`config.mk`:
```
export PLATFORM = sky130hd
export DESIGN_NAME = compl_tx_arbiter
export DESIGN_NICKNAME = d
export VERILOG_FILES = /design/src/rtl/compl_tx_arbiter_pkg.sv /design/src/rtl/compl_tx_arbiter_rr_arbiter.sv /design/src/rtl/compl_tx_arbiter.sv
export SDC_FILE = /design/constraint.sdc
export NUM_CORES = 1
export LEC_CHECK = 0
export BUFFER_PORTS_ARGS = -buffer_cell sky130_fd_sc_hd__clkbuf_2
export CAP_MARGIN = 5
export CORE_MARGIN = 10
export CORE_UTILIZATION = 40
export DETAILED_ROUTE_END_ITERATION = 16
export GPL_ROUTABILITY_DRIVEN = 0
export HOLD_SLACK_MARGIN = 0.06
export PLACE_DENSITY_LB_ADDON = 0.25
export SLEW_MARGIN = 20
export SYNTH_ARGS = -nofsm -noshare
export SYNTH_HDL_FRONTEND = slang
export SYNTH_SLANG_ARGS = --single-unit
```
`constraint.sdc`:
```
create_clock -name clk -period 13.8 [get_ports clk]
set_clock_uncertainty 0.2 [all_clocks]
set_input_delay 2.76 -clock clk [delete_from_list [all_inputs] [get_ports clk]]
set_output_delay 2.76 -clock clk [all_outputs]
set_load 0.01 [all_outputs]
```
`src/rtl/compl_tx_arbiter_pkg.sv`:
```
// Shared definitions for the completion TX arbiter: packed completion header
// field offsets and FSM state encodings.
package compl_tx_arbiter_pkg;

    localparam int COMPL_HDR_W         = 62;

    localparam int COMPL_HDR_ADDR_LSB  = 0;
    localparam int COMPL_HDR_ADDR_W    = 13;
    localparam int COMPL_HDR_BE_LSB    = 13;
    localparam int COMPL_HDR_BE_W      = 8;
    localparam int COMPL_HDR_TAG_LSB   = 21;
    localparam int COMPL_HDR_TAG_W     = 8;
    localparam int COMPL_HDR_RID_LSB   = 29;
    localparam int COMPL_HDR_RID_W     = 16;
    localparam int COMPL_HDR_LEN_LSB   = 45;
    localparam int COMPL_HDR_LEN_W     = 10;
    localparam int COMPL_HDR_ATTR_LSB  = 55;
    localparam int COMPL_HDR_ATTR_W    = 2;
    localparam int COMPL_HDR_EP_LSB    = 57;
    localparam int COMPL_HDR_EP_W      = 1;
    localparam int COMPL_HDR_TD_LSB    = 58;
    localparam int COMPL_HDR_TD_W      = 1;
    localparam int COMPL_HDR_TC_LSB    = 59;
    localparam int COMPL_HDR_TC_W      = 3;

    localparam logic [1:0] ST_IDLE    = 2'd0;
    localparam logic [1:0] ST_ISSUE   = 2'd1;
    localparam logic [1:0] ST_WAIT    = 2'd2;
    localparam logic [1:0] ST_RELEASE = 2'd3;

endpackage

```
`src/rtl/compl_tx_arbiter_rr_arbiter.sv`:
```
// Combinational rotate-priority encoder: first set request at or after ptr_i,
// wrapping, returned as one-hot plus index.
module rr_arbiter #(
    parameter int N = 3
) (
    input  logic [N-1:0] req_i,
    input  logic [2:0]   ptr_i,
    output logic [N-1:0] gnt_o,
    output logic [2:0]   gnt_idx_o,
    output logic         gnt_vld_o
);

    int idx;

    always_comb begin
        gnt_o     = '0;
        gnt_idx_o = '0;
        gnt_vld_o = 1'b0;
        idx       = 0;
        for (int i = 0; i < N; i++) begin
            idx = (int'(ptr_i) + i) % N;
            if (!gnt_vld_o && req_i[idx]) begin
                gnt_vld_o  = 1'b1;
                gnt_idx_o  = 3'(idx);
                gnt_o[idx] = 1'b1;
            end
        end
    end

endmodule

```
`src/rtl/compl_tx_arbiter.sv`:
```
// Shares the TX engine completion port among NUM_REQ sources with a watchdog.
// COMPL_ARB_FIXED_PRIO_EN: source 0 gets absolute priority, 1..NUM_REQ-1 round-robin.
module compl_tx_arbiter
    import compl_tx_arbiter_pkg::*;
#(
    parameter int NUM_REQ     = 3,
    parameter int HDR_W       = COMPL_HDR_W,
    parameter int TIMEOUT_CYC = 1024,
    parameter int CNT_W       = 11
) (
    input  logic                     clk,
    input  logic                     rst_n,
    input  logic [NUM_REQ-1:0]       req_valid_i,
    input  logic [NUM_REQ-1:0]       req_with_data_i,
    input  logic [NUM_REQ*HDR_W-1:0] req_hdr_i,
    output logic [NUM_REQ-1:0]       req_done_o,
    output logic                     req_compl_o,
    output logic                     req_compl_with_data_o,
    output logic [HDR_W-1:0]         req_hdr_o,
    input  logic                     compl_done_i,
    output logic [2:0]               grant_id_o,
    output logic                     busy_o,
    output logic                     timeout_o
);

    localparam logic [CNT_W-1:0] WDOG_LAST = CNT_W'(TIMEOUT_CYC - 1);
`ifdef COMPL_ARB_FIXED_PRIO_EN
    localparam logic [2:0] PTR_RST = 3'd1;
`else
    localparam logic [2:0] PTR_RST = 3'd0;
`endif

    logic [1:0]         state_q, state_d;
    logic [2:0]         ptr_q, ptr_d;
    logic [2:0]         gid_q, gid_d;
    logic [HDR_W-1:0]   hdr_q, hdr_d;
    logic               wd_q, wd_d;
    logic               to_q, to_d;
    logic [CNT_W-1:0]   wdog_q, wdog_d;

    logic [NUM_REQ-1:0] arb_req, arb_gnt, win_oh;
    logic [2:0]         arb_idx, win_idx, ptr_nxt;
    logic               arb_vld, win_vld;

    rr_arbiter #(.N(NUM_REQ)) u_rr (
        .req_i     (arb_req),
        .ptr_i     (ptr_q),
        .gnt_o     (arb_gnt),
        .gnt_idx_o (arb_idx),
        .gnt_vld_o (arb_vld)
    );

    // Winner selection; in fixed-priority mode source 0 bypasses the rotation.
    always_comb begin
`ifdef COMPL_ARB_FIXED_PRIO_EN
        arb_req = {req_valid_i[NUM_REQ-1:1], 1'b0};
        win_vld = req_valid_i[0] | arb_vld;
        win_oh  = req_valid_i[0] ? NUM_REQ'(1) : arb_gnt;
        win_idx = req_valid_i[0] ? 3'd0 : arb_idx;
`else
        arb_req = req_valid_i;
        win_vld = arb_vld;
        win_oh  = arb_gnt;
        win_idx = arb_idx;
`endif
    end

    always_comb begin
        ptr_nxt = (gid_q == 3'(NUM_REQ - 1)) ? 3'd0 : gid_q + 3'd1;
`ifdef COMPL_ARB_FIXED_PRIO_EN
        if (ptr_nxt == 3'd0) ptr_nxt = 3'd1;
`endif
    end

    always_comb begin
        state_d = state_q;
        ptr_d   = ptr_q;
        gid_d   = gid_q;
        hdr_d   = hdr_q;
        wd_d    = wd_q;
        to_d    = to_q;
        wdog_d  = wdog_q;
        case (state_q)
            ST_IDLE: begin
                if (win_vld) begin
                    state_d = ST_ISSUE;
                    gid_d   = win_idx;
                    hdr_d   = req_hdr_i[int'(win_idx)*HDR_W +: HDR_W];
                    wd_d    = |(win_oh & req_with_data_i);
                end
            end
            ST_ISSUE: begin
                state_d = ST_WAIT;
                wdog_d  = '0;
                to_d    = 1'b0;
            end
            ST_WAIT: begin
                // A completion on the expiry cycle wins over the abort.
                if (compl_done_i) begin
                    state_d = ST_RELEASE;
                end else if (wdog_q == WDOG_LAST) begin
                    state_d = ST_RELEASE;
                    to_d    = 1'b1;
                end else begin
                    wdog_d = wdog_q + 1'b1;
                end
            end
            ST_RELEASE: begin
                state_d = ST_IDLE;
                ptr_d   = ptr_nxt;
                to_d    = 1'b0;
                wdog_d  = '0;
            end
            default: state_d = ST_IDLE;
        endcase
    end

    always_ff @(posedge clk or negedge rst_n) begin
        if (!rst_n) begin
            state_q <= ST_IDLE;
            ptr_q   <= PTR_RST;
            gid_q   <= '0;
            hdr_q   <= '0;
            wd_q    <= 1'b0;
            to_q    <= 1'b0;
            wdog_q  <= '0;
        end else begin
            state_q <= state_d;
            ptr_q   <= ptr_d;
            gid_q   <= gid_d;
            hdr_q   <= hdr_d;
            wd_q    <= wd_d;
            to_q    <= to_d;
            wdog_q  <= wdog_d;
        end
    end

    assign req_compl_o           = (state_q == ST_ISSUE);
    assign req_compl_with_data_o = (state_q == ST_ISSUE) & wd_q;
    assign req_done_o            = (state_q == ST_RELEASE) ? (NUM_REQ'(1) << gid_q) : '0;
    assign timeout_o             = (state_q == ST_RELEASE) & to_q;
    assign busy_o                = (state_q != ST_IDLE);
    assign grant_id_o            = gid_q;
    assign req_hdr_o             = hdr_q;

endmodule

```
==> flow_metrics.tcl <==
set metrics [dict create \
    nets 1173 \
    timing.rr.end "req_hdr_o[28]$_DFFE_PN0P_" \
    slew_headroom_pct 31.1 \
    cap_violations 0 \
    cts.htree.levels 3 \
    cts.clk_slew.worst_paths_ns 0.07 \
    initial_core_util_pct 40.4 \
    drtPass1Iterations 4 \
    synth-simple-area-share_pct 23.7 \
    r2r_start "ptr_q[0]$_DFFE_PN0P_" \
    die_area_sq_um 20600 \
    via_per_inst 5.60 \
    worst-path-buf-inv 2 \
    core-area_sq_um 15100 \
    crit_family "buffers and inverters" \
    clockBufferDepth 2 \
    synth_common_cells "94 x nor2_1, 86 x nand2_1, 83 x dfrtp_1" \
    min-delay-start "req_hdr_o[55]$_DFFE_PN0P_" \
    yosys.area.top_type "dfrtp_1" \
    insertion_delay_ns 0.35 \
    outcome "finished, final reports clean" \
    pin_count 267 \
    hold_violations 0 \
    synth_nets 946 \
    yosysWarnings 0 \
    period_share_pct 41.1 \
    area_growth_pct 27.5 \
    netlist_area_sq_um 6100 \
    synth_top_family_by_area "compound AO/OA/AOI/OAI gates" \
    drtIter0Drc 442 \
    synth_top_cell_area_share_pct 34.1 \
    synth_compound_area_share_pct 26.3 \
    worstMarginPinSlew_ns 1.03 \
    wl_per_cell_microns 19.4 \
    hold_buffers 0 \
    required_ns 13.84 \
    row_count 45 \
    synth_xor_area_share_pct 2.11 \
    r2r_slack_ns 8.23 \
    cts_root_buffer "clkbuf_16" \
    end_kind "register" \
    synth-adder-area-share_pct 5.54 \
    synth_edf_count 0 \
    grt_pass1_wl_mm 34.0 \
    setup-tns-final_ns 0 \
    slowest_stage "buf_2" \
    grt_max_degree 74 \
    drc_errors 0 \
    cp_max_fo 68 \
    dpl.hpwl_mm 16.7 \
    period_minus_slack_ns 5.68 \
    path_class "in -> reg" \
    numCtsBuffers 9 \
    antenna_found_initial 1 \
    min_path_cells 2 \
    ys_seq_elements 83 \
    grt_pass1_vias 6341 \
    fp.dieH_microns 143 \
    antenna_left 0 \
    cts_num_sinks 83 \
    syn_inst 724 \
    ys_seq_area_share_pct 34.1 \
    drt_wl_total_mm 22.1 \
    fmax_mhz 176 \
    avgSynthCellArea_sq_um 8.42 \
    synthTopCellsByArea "dfrtp_1 34%, a221oi_1 8.9%, o31ai_1 7.8%" \
    rsz0062_at_grt "no" \
    ctsResizeCount 0 \
    min_to "req_hdr_o[55]$_DFFE_PN0P_" \
    finalSetupViolations 0 \
    r2r_cells 18 \
    diodes 0 \
    yosysMostFrequentCell "nor2_1" \
    vias 6412 \
    cp_cell_sequence "buf_2 -> mux2i_1 -> nor3_1 -> a21oi_1 -> and2_1 -> a311o_1 -> a31oi_4 -> buf_4 -> nor2_1 -> o31ai_1" \
    slew_viol_final 0 \
    io_buffers 266 \
    drive_above_1_share_pct 32.7 \
    tritoncts "built" \
    async_reset_ff_share_pct 100 \
    ys_types 66 \
    hold_path.class "reg -> reg" \
    max_stage_delay_ns 0.73 \
    cp_data_arrival_time_ns 5.72 \
    synth-main-ff-cell "dfrtp_1" \
    grt_overflow 0 \
    worst_setup_path_start_kind "input port" \
    synthMuxAreaShare_pct 2.67 \
    cts_setup_buffers 0 \
    grt_use_total_pct 20.7 \
    die_width_microns 143 \
]
worst register-to-register path: stages, from the launching register on:
cell and delay, ns:
dfrtp_1 0.35, buf_4 0.23, ha_1 0.32, xnor2_2 0.47, nor2_1 0.12, ha_1 0.23, ha_1 0.29, inv_1 0.19
o21ai_2 0.13, o22a_1 0.22, ha_1 0.23, a211o_1 0.31, nor2_1 0.26, o2111ai_2 0.23, a21o_1 0.28, a41o_1 0.23
a311o_2 0.49, buf_4 0.35, o31ai_1 0.36
state kept, by name, summed over array words and instances (netlist names):
register,cells
req_hdr_o,62
state_q,2
grant_id_o,3
wd_q,1
ptr_q,3
wdog_q,11
to_q,1
layout make-up:
type                       instances  area (sq um)
clock inverter                     6          71.3
multi-input combinational        567          3700
timing repair buffer             274          1390
inverter                          16          60.1
fill                            1515          7310
clock buffer                      10           239
sequential                        83          2080
tap                              188           235
metal layers:
layer  share of wire, %  up-vias  global-route usage, %
li1                   -     3107                      -
met1                 42     3035                   25.4
met2                 48      236                   33.1
met3                8.1       32                   7.29
met4                2.4        2                   6.72
met5              0.036        -                      0
layout by cell type, fill, tap and decap left out, types with 10 or more instances in the layout:
master      n
clkbuf_2  264
dfrtp_1    83
and2_1     66
o31ai_1    63
a21oi_1    17
nand2_1    86
nor2_1     94
nor3_1     10
a221oi_1   62
o21ai_0    21
nand3_1    12
ha_1       27
inv_1      15
metrics by stage:
stage | utilization, % | hold slack (ns) | area, sq um | std cells | setup slack, ns
floorplan | - | 0.242 | 6100 | 724 | 8.80
global placement | 49.5 | 0.261 | 7470 | 1128 | 7.58
detailed placement | 49.5 | 0.265 | 7470 | 1128 | 7.49
CTS | 51.6 | 0.280 | 7780 | 1144 | 7.85
global route | 51.6 | 0.299 | 7780 | 1144 | 7.79
finish | 51.6 | 0.277 | 7780 | 1144 | 8.12
worst max-delay path by stage:
stage | cells past startpoint | end | slack [ns] | start
4_1_cts | 9 | req_hdr_o[28]$_DFFE_PN0P_ | 7.85 | req_valid_i[1]
3_5_place_dp | 9 | req_hdr_o[28]$_DFFE_PN0P_ | 7.49 | req_valid_i[1]
5_1_grt | 10 | req_hdr_o[37]$_DFFE_PN0P_ | 7.79 | req_valid_i[1]
2_1_floorplan | 21 | req_hdr_o[0]$_DFFE_PN0P_ | 8.80 | ptr_q[0]$_DFFE_PN0P_
3_3_place_gp | 9 | req_hdr_o[54]$_DFFE_PN0P_ | 7.58 | req_valid_i[1]
6_report | 10 | req_hdr_o[28]$_DFFE_PN0P_ | 8.12 | req_valid_i[1]
kinds of logic after synthesis:
logic type                 after synthesis
AOI/OAI and AO/OA                      208
xor gates and xnor gates                13
adders and majority gates               27
buffers and inverters                   74
DFF                                     83
muxes                                   15
and+or+nand+nor                        304
Power is left out: the tool's default activity adds up to more than one toggle a clock period on the data nets, which glitch-free logic cannot reach.
